## config.mk

```make
export PLATFORM = sky130hd
export DESIGN_NAME = seg7_sequencer
export DESIGN_NICKNAME = d
export VERILOG_FILES = /design/src/rtl/seg7_sequencer.sv
export SDC_FILE = /design/constraint.sdc
export NUM_CORES = 1
export LEC_CHECK = 0
export ABC_CLOCK_PERIOD_IN_PS = 4000
export CAP_MARGIN = 20
export CORE_MARGIN = 3
export CORE_UTILIZATION = 55
export DETAILED_ROUTE_END_ITERATION = 10
export PLACE_DENSITY = 0.8
export SYNTH_ARGS = -nofsm -noshare
export SYNTH_HDL_FRONTEND = slang
export SYNTH_SLANG_ARGS = --single-unit
```

## constraint.sdc

```tcl
create_clock -name clk -period 4 [get_ports clk]
set_input_delay 0.8 -clock clk [delete_from_list [all_inputs] [get_ports clk]]
set_output_delay 0.8 -clock clk [all_outputs]
set_load 0.02 [all_outputs]
```

## src/rtl/seg7_sequencer.sv

```systemverilog
`default_nettype none
// ============================================================================
// Module   : seg7_sequencer
// Purpose  : Plays back a small buffer of seg7hex codes, each held for dwell+1
//            cycles and followed by GAP_CYCLES blank cycles.
// Option   : define SEG7_SEQ_ENDDOT_EN to show a dot marker at each sequence end.
// Revision : 1.0 - initial release
// ============================================================================
module seg7_sequencer #(
    parameter int DEPTH      = 8,
    parameter int DWELL_W    = 8,
    parameter int GAP_CYCLES = 2
) (
    input  logic                       clk,
    input  logic                       rst_n,
    input  logic                       wr_en,
    input  logic [3:0]                 wr_code,
    input  logic                       clear,
    input  logic                       start,
    input  logic                       loop,
    input  logic [DWELL_W-1:0]         dwell,
    output logic [3:0]                 hex,
    output logic                       busy,
    output logic                       full,
    output logic [$clog2(DEPTH+1)-1:0] count,
    output logic                       done
);

    localparam int                 c_CNT_W    = $clog2(DEPTH + 1);
    localparam int                 c_IDX_W    = $clog2(DEPTH);
    localparam int                 c_GAP_W    = (GAP_CYCLES > 0) ? $clog2(GAP_CYCLES + 1) : 1;
    localparam bit                 c_HAS_GAP  = (GAP_CYCLES > 0);
    localparam logic [c_GAP_W-1:0] c_GAP_LOAD = (GAP_CYCLES > 0) ? c_GAP_W'(GAP_CYCLES - 1) : '0;
    localparam logic [3:0]         c_BLANK    = 4'd15;
`ifdef SEG7_SEQ_ENDDOT_EN
    localparam logic [3:0]         c_DOT      = 4'd10;
`endif

    typedef enum logic [2:0] {
        S_IDLE = 3'd0,
        S_SHOW = 3'd1,
        S_GAP  = 3'd2,
        S_DOT  = 3'd3,
        S_DGAP = 3'd4
    } state_t;

    state_t               state_q, state_d;
    logic [c_IDX_W-1:0]   idx_q,   idx_d;
    logic [c_CNT_W-1:0]   count_q, count_d;
    logic [DWELL_W-1:0]   dcnt_q,  dcnt_d;
    logic [c_GAP_W-1:0]   gcnt_q,  gcnt_d;
    logic [3:0]           hex_q,   hex_d;
    logic                 done_q,  done_d;
    logic [3:0]           mem_q [DEPTH];

    logic                 w_full;
    logic                 w_buf_we;
    logic                 w_step;
    logic                 w_end;
    logic [3:0]           w_first;
    logic [c_IDX_W-1:0]   w_idx_nx;
    logic [c_CNT_W-1:0]   w_idx_inc;

    assign w_full    = (count_q == c_CNT_W'(DEPTH));
    assign w_idx_nx  = idx_q + c_IDX_W'(1);
    assign w_idx_inc = c_CNT_W'(idx_q) + c_CNT_W'(1);
    // A write and start in the same idle cycle into an empty buffer plays the new code.
    assign w_first   = (count_q == '0) ? wr_code : mem_q[0];

    always_comb begin
        state_d  = state_q;
        idx_d    = idx_q;
        count_d  = count_q;
        dcnt_d   = dcnt_q;
        gcnt_d   = gcnt_q;
        hex_d    = hex_q;
        done_d   = 1'b0;
        w_buf_we = 1'b0;
        w_step   = 1'b0;
        w_end    = 1'b0;

        if (clear) begin
            state_d = S_IDLE;
            idx_d   = '0;
            count_d = '0;
            dcnt_d  = '0;
            gcnt_d  = '0;
            hex_d   = c_BLANK;
        end else begin
            case (state_q)
                S_IDLE: begin
                    hex_d = c_BLANK;
                    if (wr_en && !w_full) begin
                        w_buf_we = 1'b1;
                        count_d  = count_q + c_CNT_W'(1);
                    end
                    if (start && (count_q != '0 || w_buf_we)) begin
                        state_d = S_SHOW;
                        idx_d   = '0;
                        dcnt_d  = dwell;
                        hex_d   = w_first;
                    end
                end
                S_SHOW: begin
                    if (dcnt_q != '0) begin
                        dcnt_d = dcnt_q - DWELL_W'(1);
                    end else if (c_HAS_GAP) begin
                        state_d = S_GAP;
                        gcnt_d  = c_GAP_LOAD;
                        hex_d   = c_BLANK;
                    end else begin
                        w_step = 1'b1;
                    end
                end
                S_GAP: begin
                    if (gcnt_q != '0) begin
                        gcnt_d = gcnt_q - c_GAP_W'(1);
                    end else begin
                        w_step = 1'b1;
                    end
                end
                S_DOT: begin
                    if (dcnt_q != '0) begin
                        dcnt_d = dcnt_q - DWELL_W'(1);
                    end else if (c_HAS_GAP) begin
                        state_d = S_DGAP;
                        gcnt_d  = c_GAP_LOAD;
                        hex_d   = c_BLANK;
                    end else begin
                        w_end = 1'b1;
                    end
                end
                S_DGAP: begin
                    if (gcnt_q != '0) begin
                        gcnt_d = gcnt_q - c_GAP_W'(1);
                    end else begin
                        w_end = 1'b1;
                    end
                end
                default: begin
                    state_d = S_IDLE;
                    hex_d   = c_BLANK;
                end
            endcase

            if (w_step) begin
                if (w_idx_inc < count_q) begin
                    state_d = S_SHOW;
                    idx_d   = w_idx_nx;
                    dcnt_d  = dwell;
                    hex_d   = mem_q[w_idx_nx];
                end else begin
`ifdef SEG7_SEQ_ENDDOT_EN
                    state_d = S_DOT;
                    dcnt_d  = dwell;
                    hex_d   = c_DOT;
`else
                    w_end   = 1'b1;
`endif
                end
            end

            // Sequence end: loop is sampled only here.
            if (w_end) begin
                idx_d = '0;
                if (loop) begin
                    state_d = S_SHOW;
                    dcnt_d  = dwell;
                    hex_d   = mem_q[0];
                end else begin
                    state_d = S_IDLE;
                    hex_d   = c_BLANK;
                    done_d  = 1'b1;
                end
            end
        end
    end

    always_ff @(posedge clk or negedge rst_n) begin
        if (!rst_n) begin
            state_q <= S_IDLE;
            idx_q   <= '0;
            count_q <= '0;
            dcnt_q  <= '0;
            gcnt_q  <= '0;
            hex_q   <= c_BLANK;
            done_q  <= 1'b0;
        end else begin
            state_q <= state_d;
            idx_q   <= idx_d;
            count_q <= count_d;
            dcnt_q  <= dcnt_d;
            gcnt_q  <= gcnt_d;
            hex_q   <= hex_d;
            done_q  <= done_d;
        end
    end

    // Buffer storage needs no reset; contents beyond count are never shown.
    always_ff @(posedge clk) begin
        if (w_buf_we) begin
            mem_q[count_q[c_IDX_W-1:0]] <= wr_code;
        end
    end

    assign hex   = hex_q;
    assign busy  = (state_q != S_IDLE);
    assign full  = w_full;
    assign count = count_q;
    assign done  = done_q;

endmodule
`default_nettype wire

```

==> flow_metrics.env <==
export IMPL_fmax_mhz=297.3
export IMPL_grt_pass1_vias=2450
export IMPL_dr_pass1_iters=4
export IMPL_postLayoutCellArea_sq_mm=0.003819
export IMPL_drive_gt1_frac=0.1599
export IMPL_finalSetupViolCount=0
export IMPL_cp_required_ps=4280
export IMPL_critPathCaptureType="flop"
export IMPL_busiest_layer="met2"
export IMPL_hold_buffers=0
export IMPL_grt_setup_unrepaired="no"
export IMPL_cp_arrival_ps=3640
export IMPL_clock_skew_ps=9.955
export IMPL_synth_edf_count=32
export IMPL_cts_resized=0
export IMPL_async_flop_share=0.4386
export IMPL_postRouteAntennaNets=0
export IMPL_start_kind="flop"
export IMPL_synth_avg_cell_area_sq_um=11.46
export IMPL_utilization=0.6769
export IMPL_final_fill_count=412
export IMPL_fp_row_count=27
export IMPL_routedWlPerCell_microns=18.45
export IMPL_slew_headroom=0.4486
export IMPL_gp_congestion=0.8245
export IMPL_syn_nets=312
export IMPL_cts_sinks=57
export IMPL_grt_usage=0.2225
export IMPL_pin_count=29
export IMPL_max_cap_viol_count=0
export IMPL_numCtsBuffers=9
export IMPL_critPathLaunch="idx_q[0]"
export IMPL_use_met1=0.2974
export IMPL_post_cts_setup_buffers=0
export IMPL_ys_flop_type="edfxtp_1"
export IMPL_seq_area_frac_synth=0.4874
export IMPL_drv_slew=0
export IMPL_timing_rr_start="idx_q[0]"
export IMPL_worstHoldStart="gcnt_q[1]"
export IMPL_fin_nets=341
export IMPL_htreeDepth=3
export IMPL_synth_area_sq_mm=0.003266
export IMPL_start_util=0.5788
export IMPL_vias=2439
export IMPL_grt_ovfl_total=0
export IMPL_tns_ps=0
export IMPL_die_area_sq_mm=0.006898
export IMPL_tightest_slew_ps=827.1
export IMPL_min_path_type="flop to flop"
export IMPL_power_density_mw_per_mm2=533.6
export IMPL_drt_iter0_drc=219
export IMPL_die_h_microns=83.06
export IMPL_via_per_inst=6.238
export IMPL_ir_worst_vdd_mv=0.3702
export IMPL_insertion_delay_ps=350
export IMPL_core_area_sq_mm=0.005642
export IMPL_grt_max_degree=25
export IMPL_yosysWarnings=0
export IMPL_syn2layout_area_growth_pct=16.93
export IMPL_clockBufferDepth=2
export IMPL_status="finished, final reports clean"
export IMPL_grt_pass1_wl_microns=12160
export IMPL_ys_types=66
export IMPL_hold_slack_ps=527.8
export IMPL_place_area_sq_mm=0.003576
export IMPL_place_detailed_hpwl_microns=5108
export IMPL_yosys_top_cells_area="edfxtp_1 (29%), dfrtp_1 (16%), mux4_2 (5.5%)"
export IMPL_synth_top_cell_by_area="edfxtp_1"
export IMPL_antenna_found_initial=0
export IMPL_final_min_clock_period_ps=3363
export IMPL_yosysTopAreaCellShare=0.2943
export IMPL_syn_inst=285
export IMPL_numPortBuffers=28
export IMPL_cts_tree="built"
export IMPL_crit_type="flop to flop"
export IMPL_wl_microns=7212
export IMPL_grt_met3_usage=0.07143
export IMPL_clkTransAtPathRegs_ps=70
export IMPL_finalHoldViolations=0
export IMPL_diodes=0
export IMPL_cp_max_fo=13
export IMPL_die_width_microns=83.06
export IMPL_met2_usage=0.3404
export IMPL_leakage_nw=1.425
export IMPL_cts_root_buf="clkbuf_8"
export IMPL_drc_errors=0
export IMPL_synth_seq_cells=57
export IMPL_post_route_period_util=0.8408
synth_stat cells, types with 5 or more instances:
| library cell | count |
|---|---|
| a21o_1 | 5 |
| dfrtp_1 | 21 |
| inv_1 | 13 |
| nand2b_1 | 10 |
| a311oi_1 | 5 |
| mux2i_1 | 10 |
| nor3_1 | 11 |
| a21oi_1 | 22 |
| edfxtp_1 | 32 |
| o21ai_1 | 5 |
| o21ai_0 | 12 |
| buf_2 | 5 |
| mux4_2 | 8 |
| nand2_1 | 7 |
| ha_1 | 9 |
| nor2_1 | 26 |
path summary, 6_finish.rpt:
path | endpoint | slack [ps] | depth (start not counted)
hold reg to reg | gcnt_q[1] | 530 | 2
setup reg to reg | hex[0] | 640 | 8
setup / recovery | hex[0] | 640 | 8
min in group asynchronous | count[2] | 780 | 1
hold / removal | gcnt_q[1] | 530 | 2
max in group asynchronous | hex[3] | 2530 | 3
cells by family after synthesis:
logic type | count (synthesis) | synth area share
flip-flops | 57 | 0.4874
AND/OR/NAND/NOR | 87 | 0.1594
XOR/XNOR | 6 | 0.01609
AO/OA/AOI/OAI | 79 | 0.1720
adder cells (fa/ha/maj) | 9 | 0.03448
buffers and inverters | 28 | 0.04137
multiplexers | 19 | 0.08927
area by class of cell:
type	instances	area [sq um]	share of cell area
tap	72	90.09	0.02359
inverter	14	52.55	0.01376
clock buffer	9	123.9	0.03244
clock inverter	7	103.9	0.02720
sequential	57	1592	0.4168
timing repair buffer	32	317.8	0.08322
multi-input combinational	200	1539	0.4030
per-stage QoR:
| stage | total power [mW] | setup slack [ps] | std cells |
|---|---|---|---|
| after floorplan | 1.257 | 1502 | 285 |
| after global placement | 1.406 | 834.6 | 374 |
| after detailed placement | 1.421 | 728.7 | 374 |
| after CTS | 2.043 | 632.2 | 390 |
| after global routing | 2.161 | 264.2 | 391 |
| final | 2.038 | 636.9 | 391 |
report_power, final:
part	switching, mW	leakage [nW]	total (mW)	internal, mW
Combinational	0.369	0.694	0.654	0.285
Sequential	0.0847	0.617	0.769	0.684
Clock	0.258	0.114	0.615	0.357
routing by layer:
metal  up-vias  part of all wire
met5         -                 0
met1      1205              0.44
met3        12             0.071
met4         0             0.017
met2        77              0.47
li1       1145                 -
worst max-delay path, cell delays in order, from the launching register on:
cell	delay [ps]
dfrtp_1	680
ha_1	310
xor2_1	490
ha_1	280
o21a_1	180
o221ai_1	130
a21oi_1	690
a21oi_1	140
a221o_1	390
flip-flops by register name, indices dropped and copies added (netlist names):
name and cells:
gcnt_q 2, idx_q 3, dcnt_q 8, state_q 3, mem_q 32, hex 4, done 1, count 4
cells in the final DEF (no fill, tap or decap), drive strengths merged, types with 5 or more instances in the layout:
master,count
nor2,28
nand2,7
clkdlybuf4s50,28
edfxtp,32
mux4,8
o21ai,17
nor3,12
a311oi,5
clkbuf,9
inv,15
a21o,5
nand2b,10
ha,9
mux2i,10
dfrtp,21
a21oi,24
Note: power is estimated with default switching activity, not from simulation.
